File: config.mk
export PLATFORM = sky130hd
export DESIGN_NAME = clock_mode_ctrl
export DESIGN_NICKNAME = d
export VERILOG_FILES = /design/src/rtl/clock_pkg.sv /design/src/rtl/rise_detect.sv /design/src/rtl/clock_mode_ctrl.sv
export SDC_FILE = /design/constraint.sdc
export NUM_CORES = 1
export LEC_CHECK = 0
export ABC_CLOCK_PERIOD_IN_PS = 4900
export CORE_AREA = 3 3 77 61
export DETAILED_ROUTE_END_ITERATION = 6
export DIE_AREA = 0 0 80 64
export SETUP_SLACK_MARGIN = 0.15
export SKIP_LAST_GASP = 1
export SYNTH_ARGS = -nofsm -noshare
export SYNTH_HDL_FRONTEND = slang
export SYNTH_SLANG_ARGS = --single-unit
File: constraint.sdc
create_clock -name clk -period 4.9 [get_ports clk]
set_input_delay 0.49 -clock clk [delete_from_list [all_inputs] [get_ports clk]]
set_output_delay 0.49 -clock clk [all_outputs]
set_load 0.05 [all_outputs]
File: src/rtl/clock_pkg.sv
// Shared types and limits for the clock/mode controller.
package clock_pkg;

  typedef enum logic [1:0] {
    RUN     = 2'd0,
    SET_HR  = 2'd1,
    SET_MIN = 2'd2
  } state_t;

  localparam logic [5:0] SEC_MAX = 6'd59;
  localparam logic [5:0] MIN_MAX = 6'd59;
  localparam logic [4:0] HR_MAX  = 5'd23;

endpackage

File: src/rtl/rise_detect.sv
// Rising-edge detector for a synchronous, debounced level.
// History clears on reset, so a level held high across release still yields one event.
module rise_detect (
  input  logic clk,
  input  logic reset,
  input  logic level,
  output logic pulse
);

  logic prev;

  always_ff @(posedge clk or posedge reset) begin
    if (reset) prev <= 1'b0;
    else       prev <= level;
  end

  assign pulse = level & ~prev;

endmodule

File: src/rtl/clock_mode_ctrl.sv
// Time-of-day counter with RUN / SET_HR / SET_MIN edit modes and a blink phase.
// Button edges act on the clock edge that samples them; all outputs come from registers.
module clock_mode_ctrl
  import clock_pkg::*;
#(
  parameter int BLINK_TICKS = 1
) (
  input  logic       clk,
  input  logic       reset,
  input  logic       tick,
  input  logic       btn_mode,
  input  logic       btn_inc,
  output logic [4:0] hours,
  output logic [5:0] minutes,
  output logic [5:0] seconds,
  output logic [1:0] mode,
  output logic       blink,
  output logic       min_pulse
);

  localparam logic [3:0] BLINK_LAST = 4'(BLINK_TICKS - 1);

  state_t     state, next_state;
  logic       mode_ev, inc_ev;
  logic [3:0] blink_cnt;

  rise_detect u_mode_edge (.clk(clk), .reset(reset), .level(btn_mode), .pulse(mode_ev));
  rise_detect u_inc_edge  (.clk(clk), .reset(reset), .level(btn_inc),  .pulse(inc_ev));

  always_ff @(posedge clk or posedge reset) begin
    if (reset) state <= RUN;
    else       state <= next_state;
  end

  always_comb begin
    next_state = state;
    if (mode_ev) begin
      case (state)
        RUN:     next_state = SET_HR;
        SET_HR:  next_state = SET_MIN;
        default: next_state = RUN;
      endcase
    end
  end

  assign mode = state;

  always_ff @(posedge clk or posedge reset) begin
    if (reset) begin
      hours     <= '0;
      minutes   <= '0;
      seconds   <= '0;
      blink     <= 1'b0;
      blink_cnt <= '0;
      min_pulse <= 1'b0;
    end else begin
      min_pulse <= 1'b0;

      // Any state change restarts the blink phase, even if a tick lands in the same cycle.
      if (next_state != state) begin
        blink     <= 1'b0;
        blink_cnt <= '0;
      end else if (state != RUN && tick) begin
        if (blink_cnt == BLINK_LAST) begin
          blink     <= ~blink;
          blink_cnt <= '0;
        end else begin
          blink_cnt <= blink_cnt + 4'd1;
        end
      end

      case (state)
        RUN: begin
          if (tick) begin
            if (seconds == SEC_MAX) begin
              seconds   <= '0;
              min_pulse <= 1'b1;
              if (minutes == MIN_MAX) begin
                minutes <= '0;
                hours   <= (hours == HR_MAX) ? '0 : hours + 5'd1;
              end else begin
                minutes <= minutes + 6'd1;
              end
            end else begin
              seconds <= seconds + 6'd1;
            end
          end
        end
        SET_HR: begin
          if (inc_ev && !mode_ev)
            hours <= (hours == HR_MAX) ? '0 : hours + 5'd1;
        end
        SET_MIN: begin
          if (mode_ev)
            seconds <= '0;
          else if (inc_ev)
            minutes <= (minutes == MIN_MAX) ? '0 : minutes + 6'd1;
        end
        default: ;
      endcase
    end
  end

endmodule
# Word level (Yosys, flattened, before mapping)
# Index checks and enable logic that the tools add are counted.
[classes]
addsub = 4
eq_ne = 13
muxes = 27
bitwise = 5
reduce_logical = 14
[ops]
columns = ["operator", "count"]
rows = [
  ["6-bit 2-to-1 mux", 8],
  ["5-bit 2-to-1 mux", 5],
  ["6-bit one-hot mux with 2 select lines", 2],
  ["2-bit inequality test (second input constant)", 7],
  ["6-bit by 1-bit adder with 6-bit output (second input constant)", 2],
  ["6-bit == test (second input constant)", 2],
  ["4-bit 2-to-1 mux", 3],
  ["5-bit one-hot mux with 2 select lines", 1],
  ["5-bit AND reduction", 2],
  ["2-bit nonzero test", 5],
  ["1-bit 2-to-1 mux", 6],
  ["5-bit by 1-bit adder with 5-bit output (second input constant)", 1],
  ["5-bit == test (second input constant)", 1],
  ["4-bit by 1-bit adder with 4-bit output (second input constant)", 1],
  ["4-bit logical NOT", 1],
  ["2-bit one-hot mux with 2 select lines", 1],
  ["1-bit inverter", 3],
  ["3-bit AND reduction", 1],
  ["1-bit bitwise AND", 2],
  ["2-bit by 1-bit == test with 1-bit output (second input constant)", 1],
  ["2-bit == test (second input constant)", 1],
  ["1-bit logical AND", 2],
  ["2-bit logical NOT", 1],
  ["2-bit 2-to-1 mux", 1],
  ["3 further kinds", 3],
]
[totals]
ff_bits = 27
inputBits = 5

# Depth between registers and ports, before layout
# Gate-level depths: netlist of the first run.
[depth]
word_depth = 6
ltp_mapped = 6
mapped_depth_nobuf = 6

# By module
# Synthesis of the first run repeated with hierarchy kept, for this count alone.
[unflattened]
hier_cells = 141
hier_area_um2 = 1476.4
[by_module_without_submodules]
columns = ["mod", "n_inst", "cells_per_inst", "area_each_um2", "seq_area_each_um2"]
rows = [
  ["clock_mode_ctrl", 1, 135, 1391.3, 625.6],
  ["rise_detect", 2, 3, 42.5, 25.0],
]

# Least setup slack after synthesis of the first run
# No wires, ideal clock.
[synth_timing]
path_kind = "register to register"
start = "register seconds[0]"
end = "register minutes[0]"
setup_time_ps = 125
arrival_time_ps = 2059
t_required_ps = 4775
setup_slack_ps = 2716
path_stages_with_launch = 6
n_path_buf = 0
period_less_slack_ps = 2184
cell_sequence = "dfrtp_1 > ha_1 > nand3b_4 > or3_4 > a21oi_4 > mux2_2"
[synth_between]
elab_chain_cells = 3
[synth_lines]
columns = ["item", "line_no", "text"]
rows = [
  ["from (decl)", "clock_mode_ctrl.sv:15", "output logic [5:0] seconds,"],
  ["from (signal assigned)", "clock_mode_ctrl.sv:85", "seconds <= seconds + 6'd1;"],
  ["6-bit == test", "clock_mode_ctrl.sv:75", "if (seconds == SEC_MAX) begin"],
  ["2-bit inequality test (no line)", "-", ""],
  ["5-bit AND reduction (no line)", "-", ""],
  ["to (signal assigned)", "clock_mode_ctrl.sv:82", "minutes <= minutes + 6'd1;"],
  ["to (signal assigned)", "clock_mode_ctrl.sv:97", "minutes <= (minutes == MIN_MAX) ? '0 : minutes + 6'd1;"],
  ["to (decl)", "clock_mode_ctrl.sv:14", "output logic [5:0] minutes,"],
]
# Every way passes these cells.
# A chain may end at the register's enable or synchronous reset.

# Worst setup path in the final report of the first run
[layout_timing]
start = "input btn_mode"
end = "register seconds[3]"
[layout_between]
elab_chain_cells = 3
[layout_lines]
columns = ["item", "line_no", "text"]
rows = [
  ["from (decl)", "clock_mode_ctrl.sv:11", "input logic btn_mode,"],
  ["1-bit bitwise AND", "rise_detect.sv:17", "assign pulse = level & ~prev;"],
  ["2-bit inequality test (no line)", "-", ""],
  ["3-bit AND reduction (no line)", "-", ""],
]
# Every way passes these cells.

==> results_dict.tcl, run 1 <==
set metrics [dict create \
    cpPeakStageDelay_ns 0.51 \
    syn_to_final_growth_pct 25.9 \
    rsz0062_at_grt "false" \
    cts-root-buf "clkbuf_8" \
    slew_headroom_pct 33.4 \
    maxCapViolCount 0 \
    cts_setup_buffers 0 \
    synth_nets 149 \
    antenna_cells 0 \
    multiInputGateArea_sq_um 684 \
    worst_slew_pin_slew_ns 0.998 \
    yosys_most_used_dff "dfrtp_1" \
    rr_worst_depth 5 \
    clkTransAtPathRegs_ns 0.09 \
    grt_use_met2_pct 18.4 \
    setup_slack_ns 2.64 \
    rrSetupSlack_ns 2.92 \
    cts_tree "done" \
    grtUsageMet3_pct 2.96 \
    vias 1076 \
    antenna_found_initial 0 \
    viasPerCell 4.85 \
    core_sq_um 4000 \
    critPathRequiredTime_ns 5.10 \
    syn_area_per_cell_sq_um 10.0 \
    ir_worst_vdd_uv 296 \
    p_per_area_nw_per_um2 518 \
    io_buffers 25 \
    rr_startpoint "seconds[0]" \
    netlist_area_sq_um 1390 \
    fin_skew_ns 0.00299 \
    r2r_end "minutes[1]" \
    start_kind "input pin" \
    worstPathArrival_ns 2.46 \
    drc 0 \
    min_period_ns 2.26 \
    cts_resized 0 \
    dr.pass1.iters 4 \
    worst-path-max-fanout 8 \
    drive_above_1_share_pct 10.2 \
    critPathCaptureType "register" \
    die_w_microns 80 \
    setup_violations 0 \
    fp-row-count 20 \
    grt_pass1_wl_mm 4.90 \
    startpoint "btn_mode" \
    holdBufCountCts 0 \
    final_common_cell "dfrtp_1" \
    start_util_pct 34.7 \
    wl_mm 2.73 \
    dieArea_sq_um 5120 \
    cellLeakagePower_nw 0.751 \
    final_core_util_pct 43.7 \
    yosys_warnings 0 \
    dp_slack_ns 2.38 \
    num-fill-cells 411 \
    clock.fmax_ghz 0.443 \
    synth_edf_count 0 \
    die_y_microns 64 \
    cp_slowest_cell "nor2b_1" \
    clock_latency_ns 0.27 \
    overflow 0 \
    io_pins 26 \
    postRouteAntennaNets 0 \
    seq_area_sq_um 676 \
    track_usage_pct 12.1 \
    clock_path_buffers 2 \
    ys_seq_area_share_pct 48.6 \
    fin_area_sq_um 1750 \
    globalplace.congestion 0.787 \
    grt_busiest_layer "met2" \
    setup_tns_ns 0 \
    dp_hpwl_mm 2.05 \
    htreeDepth 1 \
    drtIter0Drc 46 \
    grt_pass1_vias 1023 \
    clock-sinks 27 \
    nets 178 \
    drt-wirelength-per-cell_microns 12.3 \
    endpoint "seconds[3]" \
    run_status "completed" \
    grt_max_degree 28 \
    layout_common_cells "27 x dfrtp_1, 25 x clkdlybuf4s50_1, 16 x nor2_1, 16 x nand2_1, 12 x o21ai_0" \
    path_cells "clkdlybuf4s50_1 > nor2b_1 > a22oi_1 > or3_2 > a21oi_1" \
    final_max_slew_viol_count 0 \
    grt.met1_usage_pct 16.8 \
    ys_ff_latch 27 \
    netlist_instances 139 \
    critPathKind "in2reg" \
    hold_path_class "reg2reg" \
    place_area_sq_um 1710 \
    cts_buffers 3 \
    post-route-period-util_pct 46.1 \
    synth-async-reset-ratio_pct 100 \
    final-hold-violation-count 0 \
    synthDistinctLibCells 40 \
]
flip-flops by register name (all words and copies together) (netlist names):
signal,flops
mode,2
min_pulse,1
u_inc_edge.prev,1
u_mode_edge.prev,1
blink_cnt,4
minutes,6
blink,1
hours,5
seconds,6
critical path, delay by kind of cell:
family / cells / cell delay (ns)
AO/OA/AOI/OAI: 2 / 0.46
AND/OR/NAND/NOR: 2 / 1.02
buffers and inverters: 1 / 0.49
how the worst min path moves through the flow:
stage	slack, ns	startpoint	cells past startpoint	to
3_3_place_gp	0.51	hours[3]	1	hours[3]
2_1_floorplan	0.52	btn_inc	0	u_inc_edge.prev
6_report	0.54	hours[3]	1	hours[3]
4_1_cts	0.55	hours[3]	1	hours[3]
3_5_place_dp	0.53	hours[3]	1	hours[3]
5_1_grt	0.57	hours[3]	1	hours[3]
metrics by stage:
stage	total power, W	cells	hold slack, ns
after global placement	0.000785	218	0.515
final	0.000906	222	0.539
after CTS	0.000918	222	0.546
after global routing	0.000976	222	0.573
after detailed placement	0.000791	218	0.533
after floorplan	0.000647	139	0.521
layout make-up:
class / instances / share of cell area (%)
multi-input combinational: 104 / 39.1
tap: 55 / 3.93
clock buffer: 4 / 2.57
timing repair buffer: 25 / 14.3
inverter: 7 / 1.50
sequential: 27 / 38.6
Yosys cell counts (2+ instances only):
library cell / number / share of area [%]
dfrtp_1: 27 / 49
xor2_1: 3 / 1.9
a21oi_1: 4 / 1.4
o21ai_0: 12 / 4.3
nor3_1: 2 / 0.72
nor2b_1: 2 / 0.90
mux2i_1: 2 / 1.4
nor2_1: 16 / 4.3
mux2_2: 4 / 3.2
nand4_1: 2 / 0.90
nand2_1: 16 / 4.3
nand2b_1: 2 / 0.90
nand3_1: 9 / 3.2
xnor2_1: 2 / 1.3
inv_1: 7 / 1.9
ha_1: 5 / 4.5
kinds of logic (layout without fill, tap and decap cells):
logic type      count (synthesis)  in the layout  share of synthesized area (%)
fa+ha+maj                       5              5                           4.50
xor+xnor                        5              5                           3.15
mux                             6              6                           4.68
compound gates                 26             26                           12.1
flops                          27             27                           48.6
buf+inv                         8             36                           2.16
simple gates                   62             62                           24.8
metal layers:
layer	wire length (microns)	vias up
met5	0	-
met4	44	0
met3	85	4
met2	1260	22
met1	1340	511
li1	-	539
report_power, final:
group / switching, W / total, W / internal (W)
combinational: 0.000275 / 0.000428 / 0.000153
clock: 0.0000653 / 0.000124 / 0.0000582
sequential: 0.0000796 / 0.000355 / 0.000276
total: 0.000420 / 0.000906 / 0.000487
No activity file was read; power rests on OpenSTA's default activity.
==> inputs of run 2 (changes only) <==
--- a/config.mk
+++ b/config.mk
@@ -5,7 +5,7 @@
 export SDC_FILE = /design/constraint.sdc
 export NUM_CORES = 1
 export LEC_CHECK = 0
-export ABC_CLOCK_PERIOD_IN_PS = 4900
+export ABC_CLOCK_PERIOD_IN_PS = 2200
 export CORE_AREA = 3 3 77 61
 export DETAILED_ROUTE_END_ITERATION = 6
 export DIE_AREA = 0 0 80 64
==> constraint.sdc (replaced) <==
create_clock -name clk -period 2.2 [get_ports clk]
set_input_delay 0.22 -clock clk [delete_from_list [all_inputs] [get_ports clk]]
set_output_delay 0.22 -clock clk [all_outputs]
set_load 0.05 [all_outputs]
==> run 2 against run 1 <==
Against the previous run: clock skew up 0.0027 ns; total power increased by 130%; die area unchanged; flip-flop and latch count stayed put; via count grew 0.56%; utilization rose by 0.66 points; first-iteration DRC count up 87%; register-to-register slack got worse by 2.7 ns; sequential power grew 120%; worst hold slack lost 0.26 ns; critical path depth is 4 lower; count of clock-buffer cells in the layout fell by 1; largest power group unchanged; highest routed layer unchanged.
==> results_dict.tcl, run 2 (synthesis results as in run 1) <==
set metrics [dict create \
    run_status "completed" \
    cpPeakStageDelay_ns 0.88 \
    dr.pass1.iters 4 \
    cts_setup_buffers 0 \
    critPathRequiredTime_ns 1.98 \
    power.total_w 0.00204 \
    viasPerCell 4.81 \
    path_cells "clkdlybuf4s50_1" \
    cts_resized 0 \
    maxCapViolCount 0 \
    clock-sinks 27 \
    syn_to_final_growth_pct 27.8 \
    final-hold-violation-count 0 \
    drt-wirelength-per-cell_microns 12.6 \
    vias 1082 \
    critPathBufInv 1 \
    min_period_ns 1.95 \
    track_usage_pct 12.5 \
    start_kind "register" \
    clock.fmax_ghz 0.513 \
    p_clk_share_pct 13.8 \
    p_sw_w 0.000947 \
    grt_pass1_vias 1073 \
    cellLeakagePower_nw 0.766 \
    worst_slew_pin_slew_ns 0.551 \
    setup_violations 0 \
    core_sq_um 4000 \
    reg_top3 "minutes x6, seconds x6, hours x5" \
    die_w_microns 80 \
    power_frac_comb_pct 47.3 \
    dp_cells 221 \
    dp_hpwl_mm 2.14 \
    start_util_pct 34.7 \
    slew_headroom_pct 63.2 \
    hold_path_class "in2async" \
    p_seq_share_pct 39.0 \
    final_core_util_pct 44.4 \
    grt_max_degree 16 \
    final_max_slew_viol_count 0 \
    critPathCaptureType "primary output" \
    clock_latency_ns 0.27 \
    clkTransAtPathRegs_ns 0.09 \
    drc 0 \
    overflow 0 \
    fp-row-count 20 \
    path_delay_family "buffers and inverters" \
    wl_mm 2.84 \
    cp_slowest_cell "clkdlybuf4s50_1" \
    ir_worst_vdd_uv 870 \
    htreeDepth 1 \
    clock_path_buffers 2 \
    io_pins 26 \
    stdcell_count 225 \
    antenna_found_initial 0 \
    grt_pass1_wl_mm 5.07 \
    cts_buffers 3 \
    worst-path-max-fanout 9 \
    post-route-period-util_pct 88.7 \
    antenna_cells 0 \
    p_per_area_nw_per_um2 1150 \
    holdBufCountCts 0 \
    fin_skew_ns 0.00565 \
    dp_slack_ns 0.157 \
    num-fill-cells 401 \
    layout_common_cells "25 x dfrtp_1, 25 x clkdlybuf4s50_1, 16 x nor2_1, 16 x nand2_1, 12 x o21ai_0" \
    cts-root-buf "clkbuf_8" \
    setup_slack_ns 0.249 \
    setup_tns_ns 0 \
    critPathKind "reg2out" \
    drtIter0Drc 86 \
    nets 181 \
    die_y_microns 64 \
    dieArea_sq_um 5120 \
    io_buffers 25 \
    rsz0062_at_grt "false" \
    worstPathArrival_ns 1.73 \
    drive_above_1_share_pct 13.5 \
    intPower_w 0.00109 \
    cts_tree "done" \
    globalplace.congestion 0.803 \
    switching_share_pct 46.4 \
    postRouteAntennaNets 0 \
]
[run 2: layer usage]
| layer | wire, microns | global-route usage (%) | up-vias |
|---|---|---|---|
| li1 | - | - | 548 |
| met1 | 1410 | 17.0 | 513 |
| met2 | 1300 | 19.2 | 19 |
| met3 | 108 | 4.23 | 2 |
| met4 | 18 | 2.53 | 0 |
| met5 | 0 | 0 | - |
[run 2: metrics by stage]
stage	area, sq um	hold slack, ns
finish	1780	0.283
global route	1780	0.346
CTS	1780	0.309
detailed placement	1730	0.529
global placement	1730	0.514
floorplan	1390	0.251
[run 2: cell type report]
cell class | count | area [sq um] | share of cell area (%)
flip-flops and latches | 27 | 678 | 38.2
repair buffers | 28 | 273 | 15.4
clock buffers | 3 | 41.3 | 2.32
clock inverters | 1 | 5.00 | 0.282
well taps | 55 | 68.8 | 3.87
multi-input cells | 104 | 684 | 38.5
inverters | 7 | 26.3 | 1.48
[run 2: path summary, 6_finish.rpt]
path                       startpoint          endpoint  slack (ns)  cells past startpoint
setup reg to reg           seconds[0]        minutes[2]        0.26                      6
min in group clk              btn_inc   u_inc_edge.prev        0.41                      1
setup / recovery              mode[0]           mode[0]        0.25                      1
max in group asynchronous       reset  u_mode_edge.prev        1.31                      3
hold / removal                  reset          hours[3]        0.28                      2
hold reg to reg              hours[3]          hours[3]        0.53                      1
[run 2: power by group through the flow]
stage	clock network [W]	logic [W]	registers (W)
after floorplan	0	0.000297	0.00115
after global placement	0	0.000961	0.000799
after detailed placement	0	0.000973	0.000805
after CTS	0.000295	0.000977	0.000797
after global routing	0.000318	0.00105	0.000828
final	0.000281	0.000965	0.000795
